File: config.mk
export PLATFORM = sky130hd
export DESIGN_NAME = light_phase_ctrl
export DESIGN_NICKNAME = d
export VERILOG_FILES = /design/src/rtl/traffic_pkg.sv /design/src/rtl/phase_timer.sv /design/src/rtl/light_phase_ctrl.sv
export SDC_FILE = /design/constraint.sdc
export NUM_CORES = 1
export LEC_CHECK = 0
export BUFFER_PORTS_ARGS = -buffer_cell sky130_fd_sc_hd__buf_4
export CAP_MARGIN = 20
export CORE_MARGIN = 4
export CORE_UTILIZATION = 50
export DETAILED_ROUTE_END_ITERATION = 7
export GPL_ROUTABILITY_DRIVEN = 0
export PLACE_DENSITY = 0.72
export SETUP_SLACK_MARGIN = 0.2
export SYNTH_ARGS = -nofsm -noshare
export SYNTH_HDL_FRONTEND = slang
export SYNTH_HIERARCHICAL = 1
export SYNTH_SLANG_ARGS = --single-unit
File: constraint.sdc
create_clock -name CLK -period 2.6 [get_ports CLK]
set_clock_uncertainty 0.1 [all_clocks]
set_input_delay 0.13 -clock CLK [delete_from_list [all_inputs] [get_ports CLK]]
set_output_delay 0.13 -clock CLK [all_outputs]
set_load 0.01 [all_outputs]
File: src/rtl/traffic_pkg.sv
// Shared types for the intersection phase controller.
// Phase codes and lamp encodings used by the FSM and its observers.
package traffic_pkg;

    typedef enum logic [2:0] {
        PH_A_GRN = 3'd0,
        PH_A_YEL = 3'd1,
        PH_CLR_A = 3'd2,
        PH_B_GRN = 3'd3,
        PH_B_YEL = 3'd4,
        PH_CLR_B = 3'd5,
        PH_WALK  = 3'd6
    } phase_t;

    localparam logic [1:0] LAMP_GRN = 2'b00;
    localparam logic [1:0] LAMP_YEL = 2'b01;
    localparam logic [1:0] LAMP_RED = 2'b10;

endpackage

File: src/rtl/phase_timer.sv
// Elapsed-cycle counter for the current phase.
// Ports: clk, rst_n (async low), clr (sync clear), el (saturating count).
module phase_timer #(
    parameter int CW = 5
) (
    input  logic          clk,
    input  logic          rst_n,
    input  logic          clr,
    output logic [CW-1:0] el
);

    localparam logic [CW-1:0] EL_MAX = '1;

    logic [CW-1:0] el_d;
    logic [CW-1:0] el_q;

    always_comb begin
        el_d = el_q;
        if (clr) begin
            el_d = '0;
        end else if (el_q != EL_MAX) begin
            el_d = el_q + 1'b1;
        end
    end

    always_ff @(posedge clk or negedge rst_n) begin
        if (!rst_n) begin
            el_q <= '0;
        end else begin
            el_q <= el_d;
        end
    end

    assign el = el_q;

endmodule

File: src/rtl/light_phase_ctrl.sv
// Timed two-road phase controller with pedestrian all-red WALK phase.
// Ports: CLK, RESETB, TA/TB sensors, PED button; LA/LB/WALK lamps, PHASE.
module light_phase_ctrl
    import traffic_pkg::*;
#(
    parameter int GREEN_MIN = 8,
    parameter int GREEN_MAX = 20,
    parameter int YELLOW_T  = 3,
    parameter int ALLRED_T  = 2,
    parameter int WALK_T    = 6,
    parameter int CW        = 5
) (
    input  logic       CLK,
    input  logic       RESETB,
    input  logic       TA,
    input  logic       TB,
    input  logic       PED,
    output logic [1:0] LA,
    output logic [1:0] LB,
    output logic       WALK,
    output logic [2:0] PHASE
);

    localparam logic [CW-1:0] G_MIN_M1 = CW'(GREEN_MIN - 1);
    localparam logic [CW-1:0] G_MAX_M1 = CW'(GREEN_MAX - 1);
    localparam logic [CW-1:0] Y_M1     = CW'(YELLOW_T - 1);
    localparam logic [CW-1:0] R_M1     = CW'(ALLRED_T - 1);
    localparam logic [CW-1:0] W_M1     = CW'(WALK_T - 1);

    phase_t        state_d, state_q;
    logic          pp_d, pp_q;
    logic          nb_d, nb_q;
    logic [CW-1:0] el;
    logic          enter_walk;

    phase_timer #(.CW(CW)) u_timer (
        .clk   (CLK),
        .rst_n (RESETB),
        .clr   (state_d != state_q),
        .el    (el)
    );

    always_comb begin
        state_d = state_q;
        case (state_q)
            PH_A_GRN: begin
                if (el >= G_MIN_M1 && (TB || pp_q) &&
                    (!TA || el >= G_MAX_M1)) begin
                    state_d = PH_A_YEL;
                end
            end
            PH_A_YEL: if (el == Y_M1) state_d = PH_CLR_A;
            PH_CLR_A: begin
                if (el == R_M1) begin
                    state_d = pp_q ? PH_WALK : PH_B_GRN;
                end
            end
            PH_B_GRN: begin
                if (el >= G_MIN_M1 && (TA || pp_q) &&
                    (!TB || el >= G_MAX_M1)) begin
                    state_d = PH_B_YEL;
                end
            end
            PH_B_YEL: if (el == Y_M1) state_d = PH_CLR_B;
            PH_CLR_B: begin
                if (el == R_M1) begin
                    state_d = pp_q ? PH_WALK : PH_A_GRN;
                end
            end
            PH_WALK: begin
                if (el == W_M1) begin
                    state_d = nb_q ? PH_B_GRN : PH_A_GRN;
                end
            end
            default: state_d = PH_A_GRN;
        endcase
    end

    // The entering edge clears the request and wins over a fresh press.
    assign enter_walk = (state_d == PH_WALK) && (state_q != PH_WALK);

    always_comb begin
        pp_d = pp_q;
        nb_d = nb_q;
        if (enter_walk) begin
            pp_d = 1'b0;
            nb_d = (state_q == PH_CLR_A);
        end else if (PED && state_q != PH_WALK) begin
            pp_d = 1'b1;
        end
    end

    always_ff @(posedge CLK or negedge RESETB) begin
        if (!RESETB) begin
            state_q <= PH_A_GRN;
            pp_q    <= 1'b0;
            nb_q    <= 1'b0;
        end else begin
            state_q <= state_d;
            pp_q    <= pp_d;
            nb_q    <= nb_d;
        end
    end

    always_comb begin
        LA   = LAMP_RED;
        LB   = LAMP_RED;
        WALK = 1'b0;
        case (state_q)
            PH_A_GRN: LA   = LAMP_GRN;
            PH_A_YEL: LA   = LAMP_YEL;
            PH_B_GRN: LB   = LAMP_GRN;
            PH_B_YEL: LB   = LAMP_YEL;
            PH_WALK:  WALK = 1'b1;
            default:  ;
        endcase
    end

    assign PHASE = state_q;

endmodule
# ---- Word level (Yosys, flattened, before mapping)
# Index checks and enable logic that the tools add are counted.
dict set report op_classes {
  add_sub_neg 1
  mul 0
  div_mod_pow 0
  n_lt_le_gt_ge 2
  n_eq_ne 13
  shift 0
  mux 18
  bitwise_logic 0
  reduce_logical 15
}
# cell count
set op_table {}
lappend op_table {{two-way mux 3 bit} 9}
lappend op_table {{case mux 3 bit (7 select lines)} 1}
lappend op_table {{== test 3 bit, second input constant} 4}
lappend op_table {{two-way mux 5 bit} 2}
lappend op_table {{case mux 2 bit (2 select lines)} 2}
lappend op_table {{== test 3 x 2 -> 1 bit, second input constant} 2}
lappend op_table {{logical AND 1 bit} 6}
lappend op_table {{adder 5 x 1 -> 5 bit, second input constant} 1}
lappend op_table {{== test 5 x 1 -> 1 bit, second input constant} 1}
lappend op_table {{== test 5 x 2 -> 1 bit, second input constant} 1}
lappend op_table {{== test 5 x 3 -> 1 bit, second input constant} 1}
lappend op_table {{greater-or-equal comparator 5 x 3 -> 1 bit, second input constant} 1}
lappend op_table {{greater-or-equal comparator 5 bit, second input constant} 1}
lappend op_table {{inequality test 5 bit, second input constant} 1}
lappend op_table {{logical OR 1 bit} 4}
lappend op_table {{nonzero test 2 bit} 2}
lappend op_table {{== test 3 x 1 -> 1 bit, second input constant} 1}
lappend op_table {{logical NOT 3 bit} 1}
lappend op_table {{two-way mux 1 bit} 3}
lappend op_table {{inequality test 3 bit} 1}
lappend op_table {{inequality test 3 bit, second input constant} 1}
lappend op_table {{logical NOT 1 bit} 2}
lappend op_table {{two-way mux 2 bit} 1}
dict set report word_totals {
  ff_bits 10
  latch_bits 0
  ramBits 0
  romBits 0
  inputBits 5
  out_inout_bits 8
  word_cells 53
  mem_count 0
}

# ---- Longest topological paths before layout
dict set report logic_depth {
  depth_word 8
  depth_mapped 7
  depth_no_buf 6
}

# ---- Hierarchy
# The synthesis kept the hierarchy.
# mod n_inst cells_each area_per_inst_um2 seq_area_each_um2
set modules_own_cells {}
lappend modules_own_cells {light_phase_ctrl 1 75 600.6 125.1}
lappend modules_own_cells {phase_timer 1 20 236.5 125.1}

# ---- Least setup slack after synthesis
# No wires, ideal clock.
dict set report synth_path {
  path_kind {register to register}
  from {register u_timer.el_q[3], in the netlist u_timer/el[3]}
  to {register u_timer.el_q[0], in the netlist u_timer/el[0]}
  setup_time_ns 0.072
  t_arrival_ns 1.841
  required_ns 2.428
  path_slack_ns 0.587
  stages_incl_launch_ff 7
  path_buffers 0
  period_less_slack_ns 2.013
  path_cell_list {dfrtp_1 -> or3_4 -> o31a_1 -> o221ai_2 -> nand4_2 -> o32a_1 -> nor2_1}
}
dict set report synth_between {
  elab_chain_len 7
  elab_cells_between_ends 23
  cone_classes {2 x order compare; 5 x eq/ne; 9 x mux; 7 x reduce/logical}
}
# item line_no
set synth_rtl {}
lappend synth_rtl {{start, declared} phase_timer.sv:15} ;# logic [CW-1:0] el_q;
lappend synth_rtl {{start signal, assigned} phase_timer.sv:30} ;# el_q <= el_d;
lappend synth_rtl {{greater-or-equal comparator 5 x 3 -> 1 bit / greater-or-equal comparator 5 bit (equally long branches)} -}
lappend synth_rtl {{logical AND 1 bit (tied with other cells)} light_phase_ctrl.sv:59} ;# if (el >= G_MIN_M1 && (TA || pp_q) &&
lappend synth_rtl {{logical AND 1 bit, on equally long branches} {light_phase_ctrl.sv:59, light_phase_ctrl.sv:47}}
lappend synth_rtl {{two-way mux 3 bit, on equally long branches} {light_phase_ctrl.sv:59, light_phase_ctrl.sv:47}}
lappend synth_rtl {{case mux 3 bit (7 select lines) *} light_phase_ctrl.sv:45} ;# case (state_q)
lappend synth_rtl {{via state_d[0]} light_phase_ctrl.sv:30} ;# phase_t state_d, state_q;
lappend synth_rtl {{inequality test 3 bit *} light_phase_ctrl.sv:39} ;# .clr (state_d != state_q),
lappend synth_rtl {{two-way mux 5 bit / nonzero test 2 bit (equally long branches)} -}
# Mark *: on every way through the listed nets, which the timed path passes. The rest lies on a longest branch.
# A chain may end at the register's enable or synchronous reset.

# ---- Worst setup path in the final report
dict set report layout_path {
  from {register u_timer.el_q[3], in the netlist u_timer/el[3]}
  to {register u_timer.el_q[4], in the netlist u_timer/el[4]}
}
# Same word-level chain as after synthesis.

==> impl_metrics.csv <==
group,metric,value,unit
status,status,"completed",
timing,hold_ws,42.0,ps
synth,synth-seq-area-share,0.299,
worst_setup_path,path_max_fanout,9,
routing,finalWirelength,1.91,mm
clocking,cts_setup_buffers,0,
routing,drt_iter0_drc,26,
synth,yosys.area.top_type,"dfrtp_1",
floorplanning,die_h,48.9,microns
final_layout,layout_common_cells,"buf_4 (12), nor2_1 (11), dfrtp_1 (10), inv_1 (6), nand2_1 (5)",
synth,synth_warnings,6,
floorplanning,dieArea,2390,sq um
grt,grt_pass1_wl,3.28,mm
clocking,cts_root_buf,"clkbuf_4",
final_layout,final_common_cell,"buf_4",
grt,grt_util_all_layers,0.169,
clocking,clock_latency,260,ps
timing,fmaxAchievable,0.457,GHz
routing,wl_per_cell,15.6,microns
grt,grt_pass1_vias,701,
clocking,clock_path_buffers,2,
floorplanning,coreArea,1540,sq um
hold_path,hp-class,"input port to register",
clocking,cts.clk_slew.worst_paths,60,ps
worst_setup_path,endpoint_kind,"register",
synth,synth.area.top_cells,"dfrtp_1 (30%), nor2_1 (4.9%), ha_1 (3.0%)",
timing,period_share,0.841,
final_layout,layout-drive-gt1-share,0.243,
worst_setup_path,worst_setup_path_start_kind,"register",
timing,period_minus_slack,2190,ps
timing,tns,0,ps
floorplanning,io_pins,13,
timing,hold_violations,0,
run,max_cap_viol_count,0,
floorplanning,dieWidth,48.9,microns
synth,syn_nets,102,
routing,drc_errors,0,
power_and_ir_drop,p_leak,0.405,nW
synth,synth.distinct_cells,51,
synth,async_flop_share,1.00,
synth,syn_area_per_cell,8.81,sq um
clocking,cts_tree,"done",
timing,worst-slew-pin-transition,533,ps
routing,vias,776,
worst_setup_path,r2r_slack,410,ps
timing,maxSlewViolCount,0,
power_and_ir_drop,vdd_ir_drop_max,0.000437,V
clocking,numCtsBuffers,3,
routing,dr.pass1.iters,6,
grt,grt_max_degree,16,
place,port_buffers,12,
clocking,cts_sinks,10,
grt,overflow,0,
worst_setup_path,arrival,2270,ps
synth,synth_area,837,sq um
floorplanning,start_util,0.543,
synth,syn_inst,95,
timing,rsz0062_at_grt,"false",
synth,synthFlopType,"dfrtp_1",
synth,synth_edf_count,0,
routing,viasPerCell,6.31,
worst_setup_path,path_class,"register to register",
floorplanning,rows,14,
worst_setup_path,required,2690,ps
timing,setup_violations,0,
synth,synth.top_cell.area_share,0.299,
place,dpl.hpwl,1.38,mm
final_layout,syn_to_final_growth,14.1,%
clocking,post_cts_resized,0,
final_layout,nNetsFinal,115,
synth,ys_ff_latch,10,
routing,ant_nets,0,
grt,antenna_found_initial,0,
clocking,htree_levels,1,
timing,max-slew-margin-rel,0.644,
power_and_ir_drop,power.density,314,nW/um^2
final_layout,diodes,0,
==> per-layer routing <==
metal	vias up	GRT usage	wire, microns
met5	-	0	0
met4	0	0.00897	8
met1	363	0.227	831
li1	380	-	-
met3	2	0.0703	132
met2	31	0.265	942
==> final cells by class <==
type	count	area, sq um
flip-flops and latches	10	250
multi-input cells	74	526
inverters	6	22.5
repair buffers	13	100
clock buffers	4	36.3
fillers	153	587
well taps	16	20.0
==> state kept, by name, indices dropped and copies added, names as in the netlist <==
name / count
PHASE: 3
nb_q: 1
pp_q: 1
u_timer/el: 5
==> report_power, final <==
group | switching (W) | internal, W | total, W
combinational | 0.00000385 | 0.00000501 | 0.00000887
sequential | 0.000000000000000000178 | 0.000156 | 0.000156
clock | 0.0000501 | 0.0000849 | 0.000135
==> final timing paths <==
kind | endpoint | depth (start not counted) | from
min reg2reg | nb_q | 1 | nb_q
max reg2reg | u_timer/el[4] | 6 | u_timer/el[3]
max | u_timer/el[4] | 6 | u_timer/el[3]
min | pp_q | 3 | PED
max in group asynchronous | u_timer/el[3] | 2 | RESETB
min in group asynchronous | PHASE[2] | 2 | RESETB
==> Yosys cell counts, drive strengths merged, types with 3 or more instances <==
library cell	count
dfrtp	10
buf	3
nor3	3
inv	6
nor2	11
nand2	5
==> kinds of logic (layout without fill, tap and decap cells) <==
logic type	after synthesis	count (layout)	share of synthesized area
muxes	2	2	0.0239
xor gates and xnor gates	3	3	0.0314
buffers and inverters	11	23	0.0732
AOI/OAI and AO/OA	25	25	0.242
and+or+nand+nor	42	42	0.300
DFF	10	10	0.299
adders and majority gates	2	2	0.0299
==> timing repair <==
action | CTS | global route
hold buffers | 1 | 0
hold endpoints to repair | 10 | 0
setup endpoints to repair | 0 | 0
==> critical path, cell delays in order (launching register included) <==
cell and delay (ps):
dfrtp_1 480, or3_4 430, o31a_1 260, o221ai_2 170, nand4_2 130, o32a_1 420, nor2_1 130
==> per-stage QoR <==
| step | cell area, sq um | setup slack, ps | util | total power [W] | cells |
|---|---|---|---|---|---|
| 2_1_floorplan | 837 | 587 | - | 0.000159 | 95 |
| 3_3_place_gp | 908 | 477 | 0.589 | 0.000166 | 118 |
| 3_5_place_dp | 908 | 427 | 0.589 | 0.000167 | 118 |
| 4_1_cts | 955 | 415 | 0.619 | 0.000306 | 123 |
| 5_1_grt | 955 | 286 | 0.619 | 0.000316 | 123 |
| 6_report | 955 | 413 | 0.619 | 0.000299 | 123 |
Note: power is estimated with default switching activity, not from simulation.
